[src/rtl/sequence_player.sv]
// Colour-sequence player: fetches colour codes from a sequence memory and
// lights one of four LEDs per item, with a fixed dark gap between items.
//
// state   | meaning
// --------+---------------------------------------------------------------
// S_IDLE  | waiting for start; outputs quiet
// S_FETCH | one-cycle read strobe at mem_addr = index
// S_LOAD  | memory data returns; capture colour, load on-time into timer
// S_ON    | selected LED lit until the timer reaches zero
// S_GAP   | all LEDs dark for GAP_CYCLES, then next item or finish
// S_DONE  | one-cycle done pulse, then back to idle
module sequence_player #(
   parameter int ADDR_WIDTH = 5,
   parameter int DATA_WIDTH = 2,
   parameter int ON_SLOW    = 8,
   parameter int ON_FAST    = 4,
   parameter int GAP_CYCLES = 2
) (
   input  logic                  clk,
   input  logic                  rst_n,
   input  logic                  start,
   input  logic                  abort,
   input  logic                  speed,
   input  logic [ADDR_WIDTH:0]   seq_len,
   output logic                  mem_rd,
   output logic [ADDR_WIDTH-1:0] mem_addr,
   input  logic [DATA_WIDTH-1:0] mem_data,
   output logic                  led_red,
   output logic                  led_green,
   output logic                  led_blue,
   output logic                  led_yellow,
   output logic                  busy,
   output logic                  done
);

   localparam int T_MAX0 = (ON_SLOW > ON_FAST) ? ON_SLOW : ON_FAST;
   localparam int T_MAX  = (T_MAX0 > GAP_CYCLES) ? T_MAX0 : GAP_CYCLES;
   localparam int TW     = (T_MAX > 1) ? $clog2(T_MAX + 1) : 1;

   localparam logic [ADDR_WIDTH:0] MAX_LEN = {1'b1, {ADDR_WIDTH{1'b0}}};
   localparam logic [ADDR_WIDTH:0] LEN_ONE = {{ADDR_WIDTH{1'b0}}, 1'b1};

   localparam logic [TW-1:0] ON_SLOW_TC = TW'(ON_SLOW - 1);
   localparam logic [TW-1:0] ON_FAST_TC = TW'(ON_FAST - 1);
   localparam logic [TW-1:0] GAP_TC     = TW'(GAP_CYCLES - 1);

   typedef enum logic [2:0] {
      S_IDLE, S_FETCH, S_LOAD, S_ON, S_GAP, S_DONE
   } state_t;

   state_t                  state_q, state_d;
   logic [ADDR_WIDTH-1:0]   index_q, index_d;
   logic [ADDR_WIDTH:0]     len_q, len_d;
   logic                    speed_q, speed_d;
   logic [DATA_WIDTH-1:0]   colour_q, colour_d;
   logic [TW-1:0]           timer_q, timer_d;

   // State and datapath registers with synchronous active-low reset.
   always_ff @(posedge clk) begin
      if (!rst_n) begin
         state_q  <= S_IDLE;
         index_q  <= '0;
         len_q    <= '0;
         speed_q  <= 1'b0;
         colour_q <= '0;
         timer_q  <= '0;
      end else begin
         state_q  <= state_d;
         index_q  <= index_d;
         len_q    <= len_d;
         speed_q  <= speed_d;
         colour_q <= colour_d;
         timer_q  <= timer_d;
      end
   end

   // Next-state and datapath updates; timer counts down to a zero terminal count.
   always_comb begin
      state_d  = state_q;
      index_d  = index_q;
      len_d    = len_q;
      speed_d  = speed_q;
      colour_d = colour_q;
      timer_d  = timer_q;
      case (state_q)
         S_IDLE: begin
            if (start && !abort) begin
               speed_d = speed;
               len_d   = (seq_len > MAX_LEN) ? MAX_LEN : seq_len;
               index_d = '0;
               state_d = (seq_len == '0) ? S_DONE : S_FETCH;
            end
         end
         S_FETCH: state_d = S_LOAD;
         S_LOAD: begin
            colour_d = mem_data;
            timer_d  = speed_q ? ON_FAST_TC : ON_SLOW_TC;
            state_d  = S_ON;
         end
         S_ON: begin
            if (timer_q == '0) begin
               timer_d = GAP_TC;
               state_d = S_GAP;
            end else begin
               timer_d = timer_q - 1'b1;
            end
         end
         S_GAP: begin
            if (timer_q == '0) begin
               if ({1'b0, index_q} == len_q - LEN_ONE) begin
                  state_d = S_DONE;
               end else begin
                  index_d = index_q + 1'b1;
                  state_d = S_FETCH;
               end
            end else begin
               timer_d = timer_q - 1'b1;
            end
         end
         S_DONE:  state_d = S_IDLE;
         default: state_d = S_IDLE;
      endcase
      // Abort wins over everything once playback has begun.
      if (abort && (state_q != S_IDLE)) begin
         state_d = S_IDLE;
      end
   end

   // Moore outputs decoded from the current state and colour register.
   always_comb begin
      busy       = (state_q != S_IDLE);
      done       = (state_q == S_DONE);
      mem_rd     = (state_q == S_FETCH);
      mem_addr   = index_q;
      led_red    = (state_q == S_ON) && (colour_q == 2'b00);
      led_green  = (state_q == S_ON) && (colour_q == 2'b01);
      led_blue   = (state_q == S_ON) && (colour_q == 2'b10);
      led_yellow = (state_q == S_ON) && (colour_q == 2'b11);
   end

endmodule

[config.mk]
export PLATFORM = sky130hd
export DESIGN_NAME = sequence_player
export DESIGN_NICKNAME = d
export VERILOG_FILES = /design/src/rtl/sequence_player.sv
export SDC_FILE = /design/constraint.sdc
export NUM_CORES = 1
export LEC_CHECK = 0
export ABC_AREA = 1
export BUFFER_PORTS_ARGS = -buffer_cell sky130_fd_sc_hd__buf_2
export CELL_PAD_IN_SITES_DETAIL_PLACEMENT = 1
export CELL_PAD_IN_SITES_GLOBAL_PLACEMENT = 2
export CORE_MARGIN = 2
export CORE_UTILIZATION = 30
export CTS_CLUSTER_SIZE = 40
export DETAILED_ROUTE_END_ITERATION = 16
export GPL_TIMING_DRIVEN = 0
export PLACE_DENSITY_LB_ADDON = 0.15
export SLEW_MARGIN = 25
export SYNTH_ARGS = -nofsm -noshare
export SYNTH_HDL_FRONTEND = slang
export SYNTH_SLANG_ARGS = --single-unit
[constraint.sdc]
create_clock -name clk -period 1.9 [get_ports clk]
set_input_delay 0.095 -clock clk [delete_from_list [all_inputs] [get_ports clk]]
set_output_delay 0.095 -clock clk [all_outputs]
set_load 0.01 [all_outputs]
Word-level counts from Yosys, hierarchy flattened
Cells that the tools add are included.
{"block": "totals", "ff_bits": 21, "input_bits": 13, "out_inout_bits": 12, "word_cells": 59}
{"block": "op_classes", "add_sub_neg": 3, "n_lt_le_gt_ge": 1, "eq_ne": 14, "n_mux": 15, "n_bitwise": 1, "reduce_logical": 19}
{"operator": "two-way mux 3 bit", "count": 6}
{"operator": "two-way mux 5 bit", "count": 3}
{"operator": "one-hot mux 3 bit (5 select lines)", "count": 1}
{"operator": "one-hot mux 4 bit (3 select lines)", "count": 1}
{"operator": "!= test 2 bit (second input constant)", "count": 5}
{"operator": "one-hot mux 5 bit (2 select lines)", "count": 1}
{"operator": "two-way mux 4 bit", "count": 2}
{"operator": "== test 3 x 2 -> 1 bit (second input constant)", "count": 2}
{"operator": "== test 3 bit (second input constant)", "count": 2}
{"operator": "== test 5 x 6 -> 1 bit", "count": 1}
{"operator": "greater-than comparator 6 bit (second input constant)", "count": 1}
{"operator": "logical AND 1 bit", "count": 6}
{"operator": "logical NOT 6 bit", "count": 1}
{"operator": "two-way mux 6 bit", "count": 1}
{"operator": "nonzero test 3 bit", "count": 2}
{"operator": "subtractor 6 x 1 -> 6 bit (second input constant)", "count": 1}
{"operator": "adder 5 x 1 -> 5 bit (second input constant)", "count": 1}
{"operator": "== test 2 bit (second input constant)", "count": 2}
{"operator": "logical NOT 4 bit", "count": 1}
{"operator": "AND reduction 2 bit", "count": 2}
{"operator": "AND reduction 4 bit", "count": 1}
{"operator": "subtractor 4 x 1 -> 4 bit (second input constant)", "count": 1}
{"operator": "== test 3 x 1 -> 1 bit (second input constant)", "count": 1}
{"operator": "logical NOT 3 bit", "count": 1}
{"operator": "7 further kinds", "count": 7}

Longest topological paths before layout
{"block": "depth", "depth_word": 5, "depth_mapped": 14, "depth_no_buf": 14}

Worst setup path after synthesis
Ideal clock, no wire load.
{"block": "synth_timing", "kind": "flip-flop to flip-flop", "startpoint": "reg len_q[0]", "endpoint": "reg index_q[0], in the netlist mem_addr[0]", "setup_time_ps": 112, "t_arrival_ps": 1457, "required_ps": 1788, "setup_slack_ps": 332, "stages_incl_launch_ff": 12, "path_buffers": 0, "period_less_slack_ps": 1568, "cell_sequence": "dfxtp_1 -> inv_1 -> ha_1 -> xnor2_1 -> nor2_1 -> nand2_1 -> nor2_4 -> nand3_4 -> nand2_4 -> inv_2 -> nor2_1 -> nor2_1"}
{"block": "synth_between", "elab_chain_cells": 4}
{"element": "from (decl)", "line": "53", "source": "logic [ADDR_WIDTH:0] len_q, len_d;"}
{"element": "from (signal assigned)", "line": "70", "source": "len_q <= len_d;"}
{"element": "subtractor 6 x 1 -> 6 bit", "line": "110", "source": "if ({1'b0, index_q} == len_q - LEN_ONE) begin"}
{"element": "== test 5 x 6 -> 1 bit", "line": "110"}
{"element": "!= test 2 bit (no source line)"}
{"element": "AND reduction 4 bit (no source line)"}
{"element": "to (signal assigned)", "line": "69", "source": "index_q <= index_d;"}
{"element": "to (decl)", "line": "52", "source": "logic [ADDR_WIDTH-1:0] index_q, index_d;"}
Every way passes these cells.
A chain may end at the register's enable or synchronous reset.

Worst setup path after layout
{"block": "layout_timing", "startpoint": "reg len_q[0]", "endpoint": "reg index_q[1], in the netlist mem_addr[1]"}
The elaborated chain is that of the path after synthesis.

==> Flow_metrics.wiki <==
{| class="wikitable"
! Metric !! Value
|-
| Starting density of the core || between 30% and 40%
|-
| Kind of launch point of the worst setup path || flip-flop
|-
| Pin count of the biggest net entering global routing || 12
|-
| Clock tree from TritonCTS || done
|-
| Peak fanout along the critical path || 6
|-
| Post-layout utilization of the core || around 37%
|-
| Routed wire per std cell || between 10 and 15 um
|-
| Number of iterations in the first detailed-routing pass || 4
|-
| Via count of the first global-routing pass || 1408
|-
| Maximum operating frequency || 592.8 MHz
|-
| Final worst clock skew || between 0.0008 and 0.0009 ns
|-
| Max Buffers Root-to-Sink || 2
|-
| Vias || around 1300
|-
| HPWL after detailed placement || 2.921 mm
|-
| Total GRT Usage || between 10% and 20%
|-
| Area taken by multi-input logic gates || 808.3 um2
|-
| Max-slew violation total from the final report || 0
|-
| Internal portion of total power || ~0.86 mW
|-
| Part of the cycle the worst path needs || 88.78%
|-
| Layout filler cell count || between 500 and 600
|-
| Power share of the combinational group || between 30% and 40%
|-
| Number of nets produced by synthesis || 211
|-
| Number of violations of the max-capacitance limit || 0
|-
| Post-detailed-route via-to-cell ratio || between 4 and 5
|-
| Worst endpoint required time || 2.06 ns
|-
| Worst Reg-to-Reg Cells || 11
|-
| Clock period minus final worst setup slack || approximately 1.7 ns
|-
| Fin worst setup slack || 0.2132 ns
|-
| CTS HTree Levels || 1
|-
| Standard cell core area || 4354 um2
|-
| Initial antenna violation count || 0
|-
| Setup repair after global routing missed its margin || false
|-
| Overall die width || a little over 70 um
|-
| Startpoint of the most critical hold path || seq_len[0]
|-
| CTS clock-pin slew for the worst setup and hold paths || 0.08 ns
|-
| Library cell with the highest instance count after synthesis || nand2_1
|-
| Site Rows || 24
|-
| Non-Filler Instances || ~270
|-
| Power per cell area || a little over 900 nW/um2
|-
| Leakage || approximately 0.7 nW
|-
| Switching Power || between 0.5 and 0.6 mW
|-
| Total area of sequential cells || roughly 420 um2
|-
| Kind of critical path || reg2reg
|-
| Final design instance area without fill || around 1600 um2
|-
| Worst hold-check slack || around 0.08 ns
|-
| Headroom to the max-slew limit || a little over two thirds
|-
| Number of setup violations in the final report || 0
|-
| Peak supply drop || between 0.3 and 0.4 mV
|-
| Worst setup path start || len_q[0]$_SDFFE_PN0P_
|-
| Nets || between 200 and 250
|-
| Destination of the critical timing path || mem_addr[1]$_SDFFE_PN0P_
|-
| IO Count || 25
|-
| Flip-flop and latch count after synthesis || 21
|-
| Worst Setup Slack post-DPL || about 0.11 ns
|-
| Y dimension of the die || 71.46 um
|-
| Critical Path AT || 1.85 ns
|-
| Number of endpoints with negative hold slack in the final report || 0
|-
| Number of violations reported at the end of detailed-routing iteration 0 || 36
|-
| Post-placement cell count || 270
|-
| Detailed Route WL || ~3.6 mm
|-
| Netlist Area Pre-Place || about 1400 um2
|-
| Count of flip-flops with a built-in enable after synthesis || 0
|-
| Portion of total power attributed to sequential cells || 39.8%
|-
| Largest cells by area after synthesis || dfxtp_1 (31%), nand2_1 (9.3%), nand3_1 (7.0%)
|-
| Crit path capture type || flip-flop
|-
| GRT overflow || 0
|-
| Area Overhead vs Synth || 16.96%
|-
| Source-to-sink clock delay at the later pin of the worst-skew pair || between 0.2 and 0.3 ns
|-
| Number of cells produced by synthesis || ~190
|-
| Clock power share || 20.7%
|-
| Quantity of hold-fixing buffers added after cts || 0
|-
| Placer's final routability congestion estimate || between 0.7 and 0.8
|-
| Synth cell types || 31
|-
| Cell area after placement || around 1600 um2
|-
| Final setup TNS || 0 ns
|-
| Clk sinks || 21
|-
| Share of post-route cells with drive strength above 1 || between 20% and 30%
|-
| Share of synthesized area occupied by flip-flops and latches || a little under a third
|-
| Final antenna diode count || 0
|-
| Critical R2R Launch || len_q[0]$_SDFFE_PN0P_
|-
| Proportion of synthesized flip-flops having asynchronous set or reset || 0%
|-
| Register-to-Register Setup Slack || 0.21 ns
|-
| Most used flip-flop cell after synthesis || dfxtp_1
|-
| Residual antenna-violating net count after detailed routing || 0
|-
| Overall Power || roughly 1.5 mW
|-
| Library cell used as clock root buffer || clkbuf_8
|-
| Most numerous cell types in the synthesized netlist || nand2_1 (34), inv_1 (24), dfxtp_1 (21)
|-
| Net switching fraction of the power || 40.98%
|-
| Kind of path behind the tightest hold check || in2reg
|-
| Count of synthesis-stage warnings from yosys || 0
|-
| Area fraction of the dominant cell type after synthesis || 30.80%
|-
| Slew @ Worst Pin || approximately 0.44 ns
|-
| Reg2reg end || mem_addr[1]$_SDFFE_PN0P_
|-
| Outcome || complete, no violations
|-
| Port Buffer Count || 24
|-
| Global-route wire length before repair || between 6 and 7 mm
|-
| # DRC || 0
|-
| Mean post-synth cell area || 7.036 um2
|-
| Cell taking the most area after synthesis || dfxtp_1
|-
| TritonCTS Buffers || 3
|-
| Die area || 5106 um2
|}
## final cells by class
class                           instances  area share [%]
Multi-Input combinational cell        138           50.63
Buffer                                  2          0.6270
Clock buffer                            4           2.821
Sequential cell                        21           26.41
Tap cell                               52           4.075
Timing Repair Buffer                   24           7.524
Inverter                               33           7.915
## critical path: stages, from the launching register on
cell and delay [ns]:
dfxtp_2 0.35, inv_2 0.06, ha_1 0.30, xnor2_1 0.13
nor2_1 0.10, nand2_1 0.09, nor2_4 0.13, nand3_4 0.13
nand2_4 0.12, inv_2 0.04, nor2_1 0.09, nor2_1 0.05
## sequential cells by signal (all words and copies together) (netlist names)
signal    cells
len_q         6
mem_addr      5
timer_q       4
state_q       3
colour_q      2
speed_q       1
## cell families (layout without fill, tap and decap cells)
logic type / count (synthesis) / after routing / share of synthesized area, %
xor+xnor: 4 / 4 / 2.567
simple gates: 98 / 98 / 39.14
flops: 21 / 21 / 30.80
compound gates: 32 / 32 / 13.84
fa+ha+maj: 4 / 4 / 3.667
buf+inv: 35 / 63 / 9.992
## cell usage in the layout, fill, tap and decap left out, types with 2 or more instances in the layout
cell type / n
o32ai_1: 2
nand2_2: 2
nand4_1: 3
inv_2: 9
xnor2_1: 3
a21oi_1: 11
ha_1: 4
a31oi_1: 3
clkbuf_8: 3
nor2_1: 16
o21ai_0: 10
nor2_8: 2
nor2_4: 3
nand3_1: 19
nor3_1: 8
inv_1: 23
buf_2: 26
nand2_1: 34
nand2_4: 4
a211oi_1: 2
nor2_2: 3
dfxtp_1: 20
## power by group through the flow
| stage | logic (mW) | registers (mW) | clock network [mW] |
|---|---|---|---|
| after global placement | 0.557 | 0.585 | 0 |
| after floorplan | 0.438 | 0.577 | 0 |
| after CTS | 0.584 | 0.580 | 0.313 |
| after global routing | 0.645 | 0.592 | 0.337 |
| final | 0.573 | 0.578 | 0.300 |
| after detailed placement | 0.583 | 0.589 | 0 |
## layer usage
layer  up-vias  GRT usage [%]  share of wire (%)
met5         -              0                  0
met4         0          5.241               0.53
met3         2          2.532                2.3
met2        12          28.09                 53
met1       628          17.99                 44
li1        695              -                  -
## timing repair
item	4_1_cts	5_1_grt
setup endpoints to repair	0	5
buffers inserted	0	0
resized for setup	0	2
## how the worst min path moves through the flow
stage / slack, ns / cells after the start / to
after global placement: 0.36 / 3 / len_q[0]$_SDFFE_PN0P_
after detailed placement: 0.36 / 3 / len_q[0]$_SDFFE_PN0P_
after floorplan: 0.23 / 2 / len_q[0]$_SDFFE_PN0P_
after global routing: 0.11 / 3 / len_q[0]$_SDFFE_PN0P_
after CTS: 0.08 / 3 / len_q[0]$_SDFFE_PN0P_
final: 0.08 / 3 / len_q[0]$_SDFFE_PN0P_
Power figures use the tool's default switching activity.
